## src/rtl/kfps2kb_key_fifo.sv

```systemverilog
// ---------------------------------------------------------------------------------------------
// kfps2kb_key_fifo
//
// Keycode buffer between the XT-code converter (upstream) and the host-side keycode consumer.
// Upstream keycodes arrive on a level irq/clear handshake. Each one is captured exactly once
// into a DEPTH-entry circular FIFO. Buffered keycodes are then re-presented to the host one at a
// time on the same style of level irq/clear handshake. Keyboard bursts survive a slow host. A
// keycode that finds the FIFO full is dropped and flagged in a sticky overflow bit.
//
// All state updates on the FALLING edge of clock. reset_n is an asynchronous active-low reset.
//
// Ports
//   clock          in   system clock (falling-edge active)
//   reset_n        in   asynchronous active-low reset
//   flush          in   synchronous clear of FIFO, output stage and overflow
//   src_irq        in   upstream keycode valid (level, held until src_clear seen)
//   src_keycode    in   upstream keycode, stable while src_irq=1
//   src_clear      out  capture acknowledge to upstream (level)
//   irq            out  keycode available to host (level)
//   keycode        out  keycode presented to host, stable while irq=1
//   clear_keycode  in   host acknowledge (level)
//   overflow       out  sticky: a keycode was dropped because the FIFO was full
//   count          out  FIFO occupancy 0..DEPTH, excluding the presented keycode
// ---------------------------------------------------------------------------------------------

module kfps2kb_key_fifo #(
    parameter int unsigned DEPTH = 8,
    localparam int unsigned AW = $clog2(DEPTH)
) (
    input  logic          clock,
    input  logic          reset_n,
    input  logic          flush,
    input  logic          src_irq,
    input  logic [7:0]    src_keycode,
    output logic          src_clear,
    output logic          irq,
    output logic [7:0]    keycode,
    input  logic          clear_keycode,
    output logic          overflow,
    output logic [AW:0]   count
);

    localparam logic [AW:0] FullCount = (AW + 1)'(DEPTH);

    typedef enum logic {
        CapIdle,
        CapAck
    } cap_state_e;

    typedef enum logic [1:0] {
        OutIdle,
        OutPresent,
        OutRelease
    } out_state_e;

    // -----------------------------------------------------------------------------------------
    // State
    // -----------------------------------------------------------------------------------------
    cap_state_e      cap_state_q, cap_state_d;
    out_state_e      out_state_q, out_state_d;
    logic [AW-1:0]   wr_ptr_q, wr_ptr_d;
    logic [AW-1:0]   rd_ptr_q, rd_ptr_d;
    logic [AW:0]     count_q, count_d;
    logic            overflow_q, overflow_d;
    logic [7:0]      keycode_q, keycode_d;
    logic [7:0]      mem_q [DEPTH];
    logic [7:0]      mem_d [DEPTH];

    // -----------------------------------------------------------------------------------------
    // FIFO control
    // -----------------------------------------------------------------------------------------
    logic push_req;  // upstream offers a keycode this cycle (first cycle of its irq only)
    logic pop;
    logic push;
    logic drop;
    logic full;

    always_comb begin
        full     = (count_q == FullCount);
        push_req = (cap_state_q == CapIdle) && src_irq;
        // The pop decision does not depend on push, so a full FIFO can still accept a keycode
        // in the same cycle the head is moved into the output register.
        pop      = (out_state_q == OutIdle) && (count_q != '0) && !clear_keycode && !flush;
        push     = push_req && (!full || pop) && !flush;
        drop     = push_req && full && !pop && !flush;
    end

    // -----------------------------------------------------------------------------------------
    // Capture FSM: one push per upstream irq assertion. A dropped keycode is still acknowledged
    // so the upstream converter never stalls.
    // -----------------------------------------------------------------------------------------
    always_comb begin
        cap_state_d = cap_state_q;
        unique case (cap_state_q)
            CapIdle: begin
                if (src_irq) begin
                    cap_state_d = CapAck;
                end
            end
            CapAck: begin
                if (!src_irq) begin
                    cap_state_d = CapIdle;
                end
            end
            default: cap_state_d = CapIdle;
        endcase
    end

    // -----------------------------------------------------------------------------------------
    // Output FSM: the presented keycode leaves the FIFO on pop; OutRelease waits for the host
    // to drop clear_keycode so a held acknowledge retires only one keycode.
    // -----------------------------------------------------------------------------------------
    always_comb begin
        out_state_d = out_state_q;
        keycode_d   = keycode_q;
        if (flush) begin
            out_state_d = OutIdle;
        end else begin
            unique case (out_state_q)
                OutIdle: begin
                    if (pop) begin
                        keycode_d   = mem_q[rd_ptr_q];
                        out_state_d = OutPresent;
                    end
                end
                OutPresent: begin
                    if (clear_keycode) begin
                        out_state_d = OutRelease;
                    end
                end
                OutRelease: begin
                    if (!clear_keycode) begin
                        out_state_d = OutIdle;
                    end
                end
                default: out_state_d = OutIdle;
            endcase
        end
    end

    // -----------------------------------------------------------------------------------------
    // FIFO pointers, occupancy and overflow. Pointers wrap naturally since DEPTH is 2**AW.
    // -----------------------------------------------------------------------------------------
    always_comb begin
        wr_ptr_d   = wr_ptr_q;
        rd_ptr_d   = rd_ptr_q;
        count_d    = count_q;
        overflow_d = overflow_q;
        if (flush) begin
            wr_ptr_d   = '0;
            rd_ptr_d   = '0;
            count_d    = '0;
            overflow_d = 1'b0;
        end else begin
            if (push) begin
                wr_ptr_d = wr_ptr_q + AW'(1);
            end
            if (pop) begin
                rd_ptr_d = rd_ptr_q + AW'(1);
            end
            unique case ({push, pop})
                2'b10:   count_d = count_q + (AW + 1)'(1);
                2'b01:   count_d = count_q - (AW + 1)'(1);
                default: count_d = count_q;
            endcase
            if (drop) begin
                overflow_d = 1'b1;
            end
        end
    end

    always_comb begin
        for (int i = 0; i < int'(DEPTH); i++) begin
            mem_d[i] = mem_q[i];
        end
        if (push) begin
            mem_d[wr_ptr_q] = src_keycode;
        end
    end

    // -----------------------------------------------------------------------------------------
    // Registers (falling edge)
    // -----------------------------------------------------------------------------------------
    always_ff @(negedge clock or negedge reset_n) begin
        if (!reset_n) begin
            cap_state_q <= CapIdle;
            out_state_q <= OutIdle;
            wr_ptr_q    <= '0;
            rd_ptr_q    <= '0;
            count_q     <= '0;
            overflow_q  <= 1'b0;
            keycode_q   <= 8'h00;
        end else begin
            cap_state_q <= cap_state_d;
            out_state_q <= out_state_d;
            wr_ptr_q    <= wr_ptr_d;
            rd_ptr_q    <= rd_ptr_d;
            count_q     <= count_d;
            overflow_q  <= overflow_d;
            keycode_q   <= keycode_d;
        end
    end

    // Storage is only ever read after being written, so it needs no reset.
    always_ff @(negedge clock) begin
        for (int i = 0; i < int'(DEPTH); i++) begin
            mem_q[i] <= mem_d[i];
        end
    end

    // -----------------------------------------------------------------------------------------
    // Outputs
    // -----------------------------------------------------------------------------------------
    assign src_clear = (cap_state_q == CapAck);
    assign irq       = (out_state_q == OutPresent);
    assign keycode   = keycode_q;
    assign overflow  = overflow_q;
    assign count     = count_q;

endmodule

```

## config.mk

```make
export PLATFORM = sky130hd
export DESIGN_NAME = kfps2kb_key_fifo
export DESIGN_NICKNAME = d
export VERILOG_FILES = /design/src/rtl/kfps2kb_key_fifo.sv
export SDC_FILE = /design/constraint.sdc
export NUM_CORES = 1
export LEC_CHECK = 0
export ABC_CLOCK_PERIOD_IN_PS = 2900
export BUFFER_PORTS_ARGS = -buffer_cell sky130_fd_sc_hd__buf_2
export CAP_MARGIN = 20
export CORE_UTILIZATION = 40
export CTS_BUF_LIST = sky130_fd_sc_hd__clkbuf_2 sky130_fd_sc_hd__clkbuf_4 sky130_fd_sc_hd__clkbuf_8
export CTS_CLUSTER_DIAMETER = 100
export DETAILED_ROUTE_END_ITERATION = 10
export PLACE_DENSITY = 0.67
export REMOVE_ABC_BUFFERS = 1
export SYNTH_ARGS = -nofsm -noshare
export SYNTH_HDL_FRONTEND = slang
export SYNTH_SLANG_ARGS = --single-unit
export TNS_END_PERCENT = 30
```

## constraint.sdc

```tcl
create_clock -name clock -period 2.9 [get_ports clock]
set_input_delay 0.58 -clock clock [delete_from_list [all_inputs] [get_ports clock]]
set_output_delay 0.58 -clock clock [all_outputs]
set_load 0.02 [all_outputs]
```

# == Word-level counts from Yosys, hierarchy flattened ==
# Memories as Yosys holds them, arrays and structs flattened. A register that Yosys moved wholly into a read port is not among the register bits.
# Index checks and enable logic that the tools add are counted.
# word_totals
reg_bits,14
ram_bits,64
inputBits,13
wordCells,66
mem_count,1
# op_classes
add_sub_neg,4
n_lt_le_gt_ge,2
n_eq_ne,8
mux,18
bitwise_logic,3
reduce_logical,24
# memory_table
name,depth,width,read_ports,rd_clocked_by_memory_dff,write_ports,line_no,text
mem_q,8,8,9,1,8,66,logic [7:0] mem_q [DEPTH];
# op_table
op,n
$bwmux W64,1
$mux W64,1
$demux W8 S3,1
$mux W3,4
$logic_and A1 B1 Y1,10
$mux W2,4
$mux W8,1
$pmux W4 S2,1
$add A3 B1 Y3 const B,2
$ne A3 B3 Y1 const B,2
$pmux W2 S3,1
$reduce_and A3 Y1,2
$reduce_bool A2 Y1,3
$logic_not A1 Y1,5
$add A4 B1 Y4 const B,1
$eq A2 B1 Y1 const B,2
$eq A2 B2 Y1 const B,2
$eq A4 B4 Y1 const B,1
$ge A4 B4 Y1 const B,1
$lt A4 B1 Y1 const B,1
$mux W4,1
$not A3 Y4,1
$reduce_bool A4 Y1,1
$sub A4 B1 Y4 const B,1
6 further kinds,9

# == Depth between registers and ports, before layout ==
# Gate-level depths: netlist of run 1.
# depth
word_depth,10
depth_mapped,8

==> impl_metrics.env, run 1 <==
export IMPL_status="finished with violations"
export IMPL_violations="DRC, setup timing"
export IMPL_hpwlAfterDp_um=4730
export IMPL_grt_max_degree=23
export IMPL_wl_per_cell_um=15.8
export IMPL_cts_clk_slew_worst_paths_ns=0.07
export IMPL_insertedDiodeCount=0
export IMPL_syn_area_sq_um=3680
export IMPL_layout_drive_gt1_share_pct=34.5
export IMPL_final_hold_violation_count=0
export IMPL_clk_latency_ns=0.41
export IMPL_sequentialPowerShare_pct=38.6
export IMPL_rr_worst_depth=10
export IMPL_vias=2392
export IMPL_critPathKind="in -> reg"
export IMPL_stdcell_area_sq_um=4850
export IMPL_routed_wirelength_um=7380
export IMPL_busiest_layer="met2"
export IMPL_worstPathRequired_ns=1.64
export IMPL_whs_ns=0.487
export IMPL_ctsRootBufferMaster="clkbuf_8"
export IMPL_startpoint_type="primary input"
export IMPL_min_path_type="reg -> reg"
export IMPL_rows=34
export IMPL_htree_num_levels=3
export IMPL_worst_slew_pin_slew_ns=0.793
export IMPL_comb_power_share_pct=32.4
export IMPL_drv_slew=0
export IMPL_relSlewSlack_pct=47.1
export IMPL_powerDensity_nw_per_um2=815
export IMPL_power_switching_uw=1410
export IMPL_cts_sinks=86
export IMPL_critical_path_peak_fanout=3
export IMPL_grtUsageMet2_pct=28.3
export IMPL_place_area_sq_um=4150
export IMPL_yosysSeqAreaShare_pct=67.2
export IMPL_finalSetupViolCount=86
export IMPL_clock_path_buffers=2
export IMPL_seqCellArea_sq_um=2470
export IMPL_grt_remaining_overflow=0
export IMPL_io_buffers=27
export IMPL_via_per_inst=5.12
export IMPL_setup_ws_ns=-0.742
export IMPL_syn_mean_instance_area_sq_um=16.3
export IMPL_fin_skew_ns=0.0765
export IMPL_grt_use_met3_pct=3.58
export IMPL_vdd_drop_max_uv=299
export IMPL_ys_ff_latch=86
export IMPL_drc=4
export IMPL_clkPwrFrac_pct=29.0
export IMPL_multi_input_area_sq_um=1220
export IMPL_fillCellCount=711
export IMPL_drv_cap=0
export IMPL_crit_slowest_cell="or3_4"
export IMPL_crit_buf_inv=3
export IMPL_leakage_uw=0.00200
export IMPL_globalplace_congestion=0.825
export IMPL_cts_buffers=9
export IMPL_tritoncts="built"
export IMPL_die_w_um=97.9
export IMPL_areaGrowthSynthToFinish_pct=32.0
export IMPL_final_nets=372
export IMPL_use_met1_pct=19.7
export IMPL_hold_depth=2
export IMPL_power_internal_uw=2540
export IMPL_final_cells=467
export IMPL_critPathMaxStageDelay_ns=0.33
export IMPL_dp_cells=385
export IMPL_synth_cell_types=45
export IMPL_start_util_pct=41.8
export IMPL_ios=28
export IMPL_antenna_found_initial=0
export IMPL_worstPathArrival_ns=2.38
export IMPL_rsz0062_at_grt="yes"
export IMPL_die_y_um=97.9
export IMPL_ant_nets=0
export IMPL_crit_family="simple AND/OR/NAND/NOR gates"
export IMPL_grt_pass1_vias=2494
export IMPL_setup_tns_ns=-37.53
export IMPL_track_usage_pct=16.6
export IMPL_end_kind="flip-flop"
export IMPL_fp_coreArea_sq_um=8810
export IMPL_dr_pass1_iters=7
export IMPL_grt_pass1_wl_um=12000
export IMPL_drtIter0Drc=108
export IMPL_crit_cells=10
export IMPL_path_cells="buf_6, or3_4, nor4_2, buf_4, buf_12, ha_4, xor2_2, mux2_4, a32oi_1, a21oi_1"
export IMPL_sw_frac_of_total_pct=35.7
export IMPL_die_area_sq_um=9580
export IMPL_power_uw=3960
export IMPL_syn_inst=225
export IMPL_yosys_warnings=0
[synth_stat cells (all sizes together)]
master,n,area (sq um)
a2111oi,1,8.76
a211oi,1,7.51
a21o,1,7.51
a21oi,13,65.1
a31oi,2,12.5
a32oi,1,8.76
and2b,2,17.5
buf,8,68.8
clkbuf,3,11.3
dfrtn,22,551
edfxtp,64,1920
fa,1,20.0
ha,4,50.1
inv,2,7.51
mux2,3,33.8
mux2i,11,110
mux4,16,360
nand2,5,18.8
nand2b,3,18.8
nand3,3,15.0
nor2,25,93.8
nor2b,1,6.26
nor3,8,56.3
nor3b,2,20.0
nor4,3,33.8
o211ai,1,7.51
o21ai,6,33.8
o22ai,1,6.26
o311a,1,10.0
o31ai,1,7.51
or3,3,23.8
or3b,1,11.3
xnor2,3,26.3
xor2,3,26.3
[per-stage QoR]
stage	utilization, %	setup slack, ns
6_report	55.1	-0.742
5_1_grt	55.1	-0.798
4_1_cts	54.5	-0.693
3_5_place_dp	47.1	-1.10
3_3_place_gp	47.1	-1.05
2_1_floorplan	-	-1.12
[tightest hold or removal path, delay by kind of cell, from the launching register on]
kind | cells | cell delay [ns]
flip-flops | 1 | 0.44
AO/OA/AOI/OAI | 1 | 0.05
AND/OR/NAND/NOR | 1 | 0.09
[state kept, by name, summed over array words and instances, names as in the netlist]
name / cells
overflow: 1
src_clear: 1
out_state_q: 2
count: 4
rd_ptr_q: 3
wr_ptr_q: 3
mem_q: 64
keycode: 8
[worst paths after layout]
kind | from | to | slack [ns]
worst max-delay path | clear_keycode | count[2]$_DFFE_NN0P_ | -0.74
worst min-delay path | overflow$_DFFE_NN0P_ | overflow$_DFFE_NN0P_ | 0.49
worst max register to register | out_state_q[1]$_DFFE_NN0P_ | count[2]$_DFFE_NN0P_ | 0.47
worst min register to register | overflow$_DFFE_NN0P_ | overflow$_DFFE_NN0P_ | 0.49
max in group asynchronous | reset_n | keycode[0]$_DFFE_NN0P_ | 0.99
min in group asynchronous | reset_n | count[0]$_DFFE_NN0P_ | 1.53
[power by group through the flow]
stage	Sequential, uW	Combinational [uW]	Clock, uW
floorplan	1700	545	134
global placement	1520	1090	134
detailed placement	1530	1100	134
CTS	1530	1250	1180
global route	1540	1380	1290
finish	1530	1280	1150
[layout by cell type, fill, tap and decap left out, types with 4 or more instances in the layout]
cell type,count
inv_1,65
edfxtp_1,64
buf_4,29
buf_6,24
dfrtn_1,22
nor2_1,19
mux4_2,16
a21oi_1,12
mux2i_1,11
buf_2,11
clkbuf_8,9
nand2_1,5
nor3_1,4
[layer usage]
metal / routed length, um / vias up
met5: 0 / -
met4: 206 / 0
met3: 223 / 20
met2: 3810 / 56
met1: 3140 / 1190
li1: - / 1126
[cell type report]
| cell class | instances | area share [%] |
|---|---|---|
| Clock inverter | 70 | 6.29 |
| Clock buffer | 10 | 2.71 |
| Timing Repair Buffer | 66 | 12.0 |
| Inverter | 1 | 0.0773 |
| Tap cell | 108 | 2.78 |
| Multi-Input combinational cell | 126 | 25.2 |
| Sequential cell | 86 | 50.9 |
[cell families after synthesis]
| family | share of synthesized area [%] |
|---|---|
| muxes | 13.7 |
| and+or+nand+nor | 8.57 |
| adders and majority gates | 1.91 |
| buffers and inverters | 2.38 |
| AOI/OAI and AO/OA | 4.76 |
| xor gates and xnor gates | 1.43 |
| DFF | 67.2 |
[repair_timing]
action,CTS,global route
setup endpoints to repair,83,95
resized for setup,50,12
setup buffers,3,0
cloned,0,0
hold buffers,0,0
pin swaps,9,8
Note: power is estimated with default switching activity, not from simulation.
==> run 2, diff against run 1 <==
- MAX_ROUTING_LAYER: default -> met4
==> run 2 against run 1 <==
Effect of this change: the run still ends with DRC, setup timing left; wire length about the same; clock skew about the same; via count rose by 0.33%; largest cell class unchanged; highest routed layer unchanged.
==> impl_metrics.env, run 2 (synthesized netlist as in run 1, its figures left out) <==
export IMPL_final_common_cell="inv_1"
export IMPL_worstPathArrival_ns=2.38
export IMPL_io_buffers=27
export IMPL_via_per_inst=5.14
export IMPL_critPathKind="in -> reg"
export IMPL_largest_reg_flops=64
export IMPL_power_internal_uw=2540
export IMPL_antenna_found_initial=0
export IMPL_status="finished with violations"
export IMPL_critical_path_peak_fanout=3
export IMPL_worst_slew_pin_slew_ns=0.774
export IMPL_clock_path_buffers=2
export IMPL_rr_startpoint="out_state_q[1]$_DFFE_NN0P_"
export IMPL_die_area_sq_um=9580
export IMPL_clk_latency_ns=0.41
export IMPL_dp_cells=385
export IMPL_sequentialPowerShare_pct=38.6
export IMPL_final_nets=372
export IMPL_dr_pass1_iters=7
export IMPL_top_register="mem_q"
export IMPL_path_cells="buf_6, or3_4, nor4_2, buf_4, buf_12, ha_4, xor2_2, mux2_4, a32oi_1, a21oi_1"
export IMPL_cts_clk_slew_worst_paths_ns=0.07
export IMPL_grt_pass1_vias=2494
export IMPL_r2r_end="count[2]$_DFFE_NN0P_"
export IMPL_rows=34
export IMPL_globalplace_congestion=0.837
export IMPL_finalSetupViolCount=86
export IMPL_post_place_ws_ns=-1.10
export IMPL_drv_slew=0
export IMPL_worstSetupStartpoint="clear_keycode"
export IMPL_rr_worst_depth=10
export IMPL_fp_coreArea_sq_um=8810
export IMPL_fin_skew_ns=0.0763
export IMPL_crit_buf_inv=3
export IMPL_relSlewSlack_pct=48.4
export IMPL_power_switching_uw=1410
export IMPL_layout_drive_gt1_share_pct=34.5
export IMPL_vias=2400
export IMPL_crit_cells=10
export IMPL_drtIter0Drc=99
export IMPL_grt_remaining_overflow=0
export IMPL_hpwlAfterDp_um=4730
export IMPL_routed_wirelength_um=7380
export IMPL_comb_power_share_pct=32.4
export IMPL_critPathCapture="count[2]$_DFFE_NN0P_"
export IMPL_fillCellCount=713
export IMPL_drv_cap=0
export IMPL_powerDensity_nw_per_um2=815
export IMPL_startpoint_type="primary input"
export IMPL_ant_nets=0
export IMPL_ctsRootBufferMaster="clkbuf_8"
export IMPL_final_cells=467
export IMPL_areaGrowthSynthToFinish_pct=31.9
export IMPL_mostFrequentLayoutCells="inv_1, edfxtp_1, buf_4, buf_6, dfrtn_1"
export IMPL_ios=28
export IMPL_reg2reg_slack_ns=0.47
export IMPL_place_area_sq_um=4150
export IMPL_die_y_um=97.9
export IMPL_drc=4
export IMPL_end_kind="flip-flop"
export IMPL_track_usage_pct=17.2
export IMPL_worstPathRequired_ns=1.64
export IMPL_leakage_uw=0.00200
export IMPL_min_path_type="reg -> reg"
export IMPL_cts_sinks=86
export IMPL_insertedDiodeCount=0
export IMPL_die_w_um=97.9
export IMPL_sw_frac_of_total_pct=35.6
export IMPL_violations="DRC, setup timing"
export IMPL_wl_per_cell_um=15.8
export IMPL_crit_family="simple AND/OR/NAND/NOR gates"
export IMPL_critPathMaxStageDelay_ns=0.33
export IMPL_whs_ns=0.482
export IMPL_grt_pass1_wl_um=12100
export IMPL_crit_slowest_cell="or3_4"
export IMPL_final_hold_violation_count=0
export IMPL_htree_num_levels=3
export IMPL_tritoncts="built"
export IMPL_clkPwrFrac_pct=29.0
export IMPL_grt_max_degree=23
export IMPL_hold_depth=2
export IMPL_vdd_drop_max_uv=298
export IMPL_start_util_pct=41.8
export IMPL_cts_buffers=9
export IMPL_stdcell_area_sq_um=4850
export IMPL_setup_ws_ns=-0.742
export IMPL_rsz0062_at_grt="yes"
## run 2: cell counts in the layout (fill, tap and decap cells not counted)
No cell type changed its count.
## run 2: worst min path at each step
stage                                  startpoint                       to  slack (ns)
after detailed placement     overflow$_DFFE_NN0P_     overflow$_DFFE_NN0P_        0.45
after CTS                    overflow$_DFFE_NN0P_     overflow$_DFFE_NN0P_        0.48
after global placement       overflow$_DFFE_NN0P_     overflow$_DFFE_NN0P_        0.44
final                        overflow$_DFFE_NN0P_     overflow$_DFFE_NN0P_        0.48
after global routing         overflow$_DFFE_NN0P_     overflow$_DFFE_NN0P_        0.51
after floorplan           wr_ptr_q[0]$_DFFE_NN0P_  wr_ptr_q[0]$_DFFE_NN0P_        0.50
## run 2: worst reg2reg max path, stage by stage, from the launching register on
cell	delay [ns]
dfrtn_1	0.36
buf_4	0.16
or3_4	0.39
nor4_2	0.21
buf_4	0.17
buf_12	0.10
ha_4	0.21
xor2_2	0.15
mux2_4	0.26
a32oi_1	0.19
a21oi_1	0.09
## run 2: power groups by stage
stage	Combinational [uW]	Clock (uW)	Sequential (uW)
6_report	1280	1150	1530
5_1_grt	1380	1290	1540
4_1_cts	1250	1180	1530
3_5_place_dp	1100	134	1530
3_3_place_gp	1090	134	1520
2_1_floorplan	545	134	1700
## run 2: what timing repair did
| action | 4_1_cts | 5_1_grt |
|---|---|---|
| setup endpoints to repair | 83 | 95 |
| resized for setup | 50 | 11 |
| buffers inserted | 3 | 0 |
| hold buffers | 0 | 0 |
| pin swaps | 9 | 8 |
## run 2: through the flow
step	total power [uW]	utilization, %	setup TNS (ns)
finish	3950	55.1	-37.63
global route	4210	55.1	-40.28
CTS	3960	54.5	-35.01
detailed placement	2770	47.1	-61.66
global placement	2740	47.1	-61.40
floorplan	2380	-	-51.46
## run 2: cell type report
class / count / area [sq um] / area share, %
flip-flops and latches: 86 / 2470 / 51.0
multi-input cells: 126 / 1220 / 25.2
repair buffers: 66 / 579 / 11.9
clock inverters: 70 / 305 / 6.29
well taps: 108 / 135 / 2.79
clock buffers: 10 / 131 / 2.71
inverters: 1 / 3.75 / 0.0774
## run 2: metal layers
layer,vias up,routed length (um),track usage (%)
li1,1130,-,-
met1,1189,3110,19.8
met2,63,3850,28.3
met3,18,240,3.58
met4,0,171,8.74
met5,-,0,-
==> run 3, diff against run 2 <==
- PLACE_DENSITY: 0.67 -> 0.56
==> run 3 against run 2 <==
Effect of this change: highest routed layer unchanged; combinational power about the same; non-clock buffer count unchanged; clock skew increased by 0.0032 ns; critical path depth decreased by 1; the flow still finishes with violations (DRC, setup timing); first-iteration DRC count decreased by 5.1%.
==> impl_metrics.env, run 3 (synthesized netlist as in run 1, its figures left out) <==
export IMPL_status="finished with violations"
export IMPL_violations="DRC, setup timing"
export IMPL_clkPwrFrac_pct=28.7
export IMPL_rr_startpoint="out_state_q[1]$_DFFE_NN0P_"
export IMPL_ios=28
export IMPL_cts_buffers=9
export IMPL_dp_cells=386
export IMPL_routed_wirelength_um=7780
export IMPL_dr_pass1_iters=7
export IMPL_io_buffers=27
export IMPL_end_kind="flip-flop"
export IMPL_leakage_uw=0.00200
export IMPL_die_area_sq_um=9580
export IMPL_critPathMaxStageDelay_ns=0.45
export IMPL_htree_num_levels=3
export IMPL_hold_depth=2
export IMPL_r2r_end="count[1]$_DFFE_NN0P_"
export IMPL_grt_pass1_vias=2501
export IMPL_relSlewSlack_pct=46.5
export IMPL_rsz0062_at_grt="yes"
export IMPL_sw_frac_of_total_pct=36.2
export IMPL_startpoint_type="primary input"
export IMPL_rows=34
export IMPL_worstPathArrival_ns=2.34
export IMPL_ant_nets=0
export IMPL_grt_remaining_overflow=0
export IMPL_drv_slew=0
export IMPL_seqCellArea_sq_um=2470
export IMPL_path_common_cell="buf_4"
export IMPL_final_common_cell="inv_1"
export IMPL_fp_coreArea_sq_um=8810
export IMPL_setup_ws_ns=-0.706
export IMPL_cts_sinks=86
export IMPL_drtIter0Drc=94
export IMPL_final_cells=467
export IMPL_cts_clk_slew_worst_paths_ns=0.07
export IMPL_grt_max_degree=23
export IMPL_clock_path_buffers=2
export IMPL_comb_power_share_pct=32.2
export IMPL_min_path_type="reg -> reg"
export IMPL_areaGrowthSynthToFinish_pct=33.4
export IMPL_path_cells="buf_6, or3_4, nor4_4, buf_4, fa_1, buf_4, mux2i_1, o22ai_1, o311a_1"
export IMPL_multi_input_area_sq_um=1270
export IMPL_worst_slew_pin_slew_ns=0.802
export IMPL_final_hold_violation_count=0
export IMPL_sequentialPowerShare_pct=39.0
export IMPL_critical_path_peak_fanout=3
export IMPL_tritoncts="built"
export IMPL_clk_latency_ns=0.41
export IMPL_ctsRootBufferMaster="clkbuf_8"
export IMPL_start_util_pct=41.8
export IMPL_powerDensity_nw_per_um2=821
export IMPL_finalSetupViolCount=83
export IMPL_worstHoldStart="overflow$_DFFE_NN0P_"
export IMPL_antenna_found_initial=0
export IMPL_final_nets=372
export IMPL_power_internal_uw=2570
export IMPL_crit_slowest_cell="fa_1"
export IMPL_die_w_um=97.9
export IMPL_critPathKind="in -> reg"
export IMPL_grt_pass1_wl_um=12700
export IMPL_drc=3
export IMPL_fin_skew_ns=0.0795
export IMPL_mostFrequentLayoutCells="inv_1, edfxtp_1, buf_4, buf_6, dfrtn_1"
export IMPL_power_switching_uw=1460
export IMPL_die_y_um=97.9
export IMPL_vdd_drop_max_uv=403
export IMPL_insertedDiodeCount=0
export IMPL_wl_per_cell_um=16.7
export IMPL_min_to="overflow$_DFFE_NN0P_"
export IMPL_largest_reg_flops=64
export IMPL_rr_worst_depth=9
export IMPL_globalplace_congestion=0.866
export IMPL_layout_drive_gt1_share_pct=35.4
export IMPL_drv_cap=0
export IMPL_top_register="mem_q"
export IMPL_via_per_inst=5.07
export IMPL_post_place_ws_ns=-1.07
export IMPL_vias=2370
export IMPL_reg2reg_slack_ns=0.52
export IMPL_worstPathRequired_ns=1.64
export IMPL_track_usage_pct=18.5
export IMPL_hpwlAfterDp_um=4800
export IMPL_fillCellCount=731
==> run 3: cell count changes in the layout (fill, tap and decap cells not counted), moves of 2 or more <==
cell    change
nor2_4      +2
nor2_2      -2
buf_6       +3
buf_4       -3
inv_8       +2
==> run 3: worst max-delay path by stage <==
| stage | from | endpoint | cells after the start |
|---|---|---|---|
| after floorplan | clear_keycode | count[1]$_DFFE_NN0P_ | 7 |
| after global placement | clear_keycode | count[1]$_DFFE_NN0P_ | 9 |
| after detailed placement | clear_keycode | count[1]$_DFFE_NN0P_ | 9 |
| after CTS | clear_keycode | count[3]$_DFFE_NN0P_ | 9 |
| after global routing | clear_keycode | count[3]$_DFFE_NN0P_ | 9 |
| final | clear_keycode | count[1]$_DFFE_NN0P_ | 9 |
==> run 3: timing repair <==
item,CTS,global route
resized for setup,54,19
hold buffers,0,0
pin swaps,5,12
setup endpoints to repair,83,93
setup buffers,2,1
==> run 3: final cells by class <==
| type | count | share of cell area (%) |
|---|---|---|
| Inverter | 1 | 0.0765 |
| Clock buffer | 9 | 2.52 |
| Timing Repair Buffer | 66 | 12.0 |
| Tap cell | 108 | 2.75 |
| Sequential cell | 86 | 50.4 |
| Clock inverter | 71 | 6.30 |
| Multi-Input combinational cell | 126 | 25.9 |
==> run 3: worst max-delay path, delay by kind of cell <==
| kind | cells | cell delay, ns |
|---|---|---|
| fa+ha+maj | 1 | 0.45 |
| compound gates | 2 | 0.22 |
| simple gates | 2 | 0.55 |
| buf+inv | 3 | 0.42 |
| mux | 1 | 0.13 |
==> run 3: per-stage QoR <==
step	TNS, ns	util, %	hold WS, ns	cell area (sq um)	total power, uW
floorplan	-51.46	-	0.500	3600	2380
global placement	-63.00	47.4	0.446	4170	2780
detailed placement	-62.52	47.4	0.447	4170	2800
CTS	-34.85	54.7	0.476	4810	3990
global route	-28.86	55.7	0.526	4910	4290
finish	-25.45	55.7	0.470	4910	4030
==> run 3: power groups by stage <==
stage	clock network (uW)	registers [uW]	logic (uW)
3_3_place_gp	134	1570	1080
2_1_floorplan	134	1700	545
3_5_place_dp	134	1570	1090
5_1_grt	1300	1590	1400
6_report	1160	1570	1300
4_1_cts	1200	1580	1220
==> run 3: routing by layer <==
metal | global-route usage (%) | routed length, um | up-vias
met5 | - | 0 | -
met1 | 22.5 | 3380 | 1181
met2 | 30.8 | 4050 | 51
li1 | - | - | 1128
met4 | 8.86 | 127 | 0
met3 | 2.15 | 216 | 10
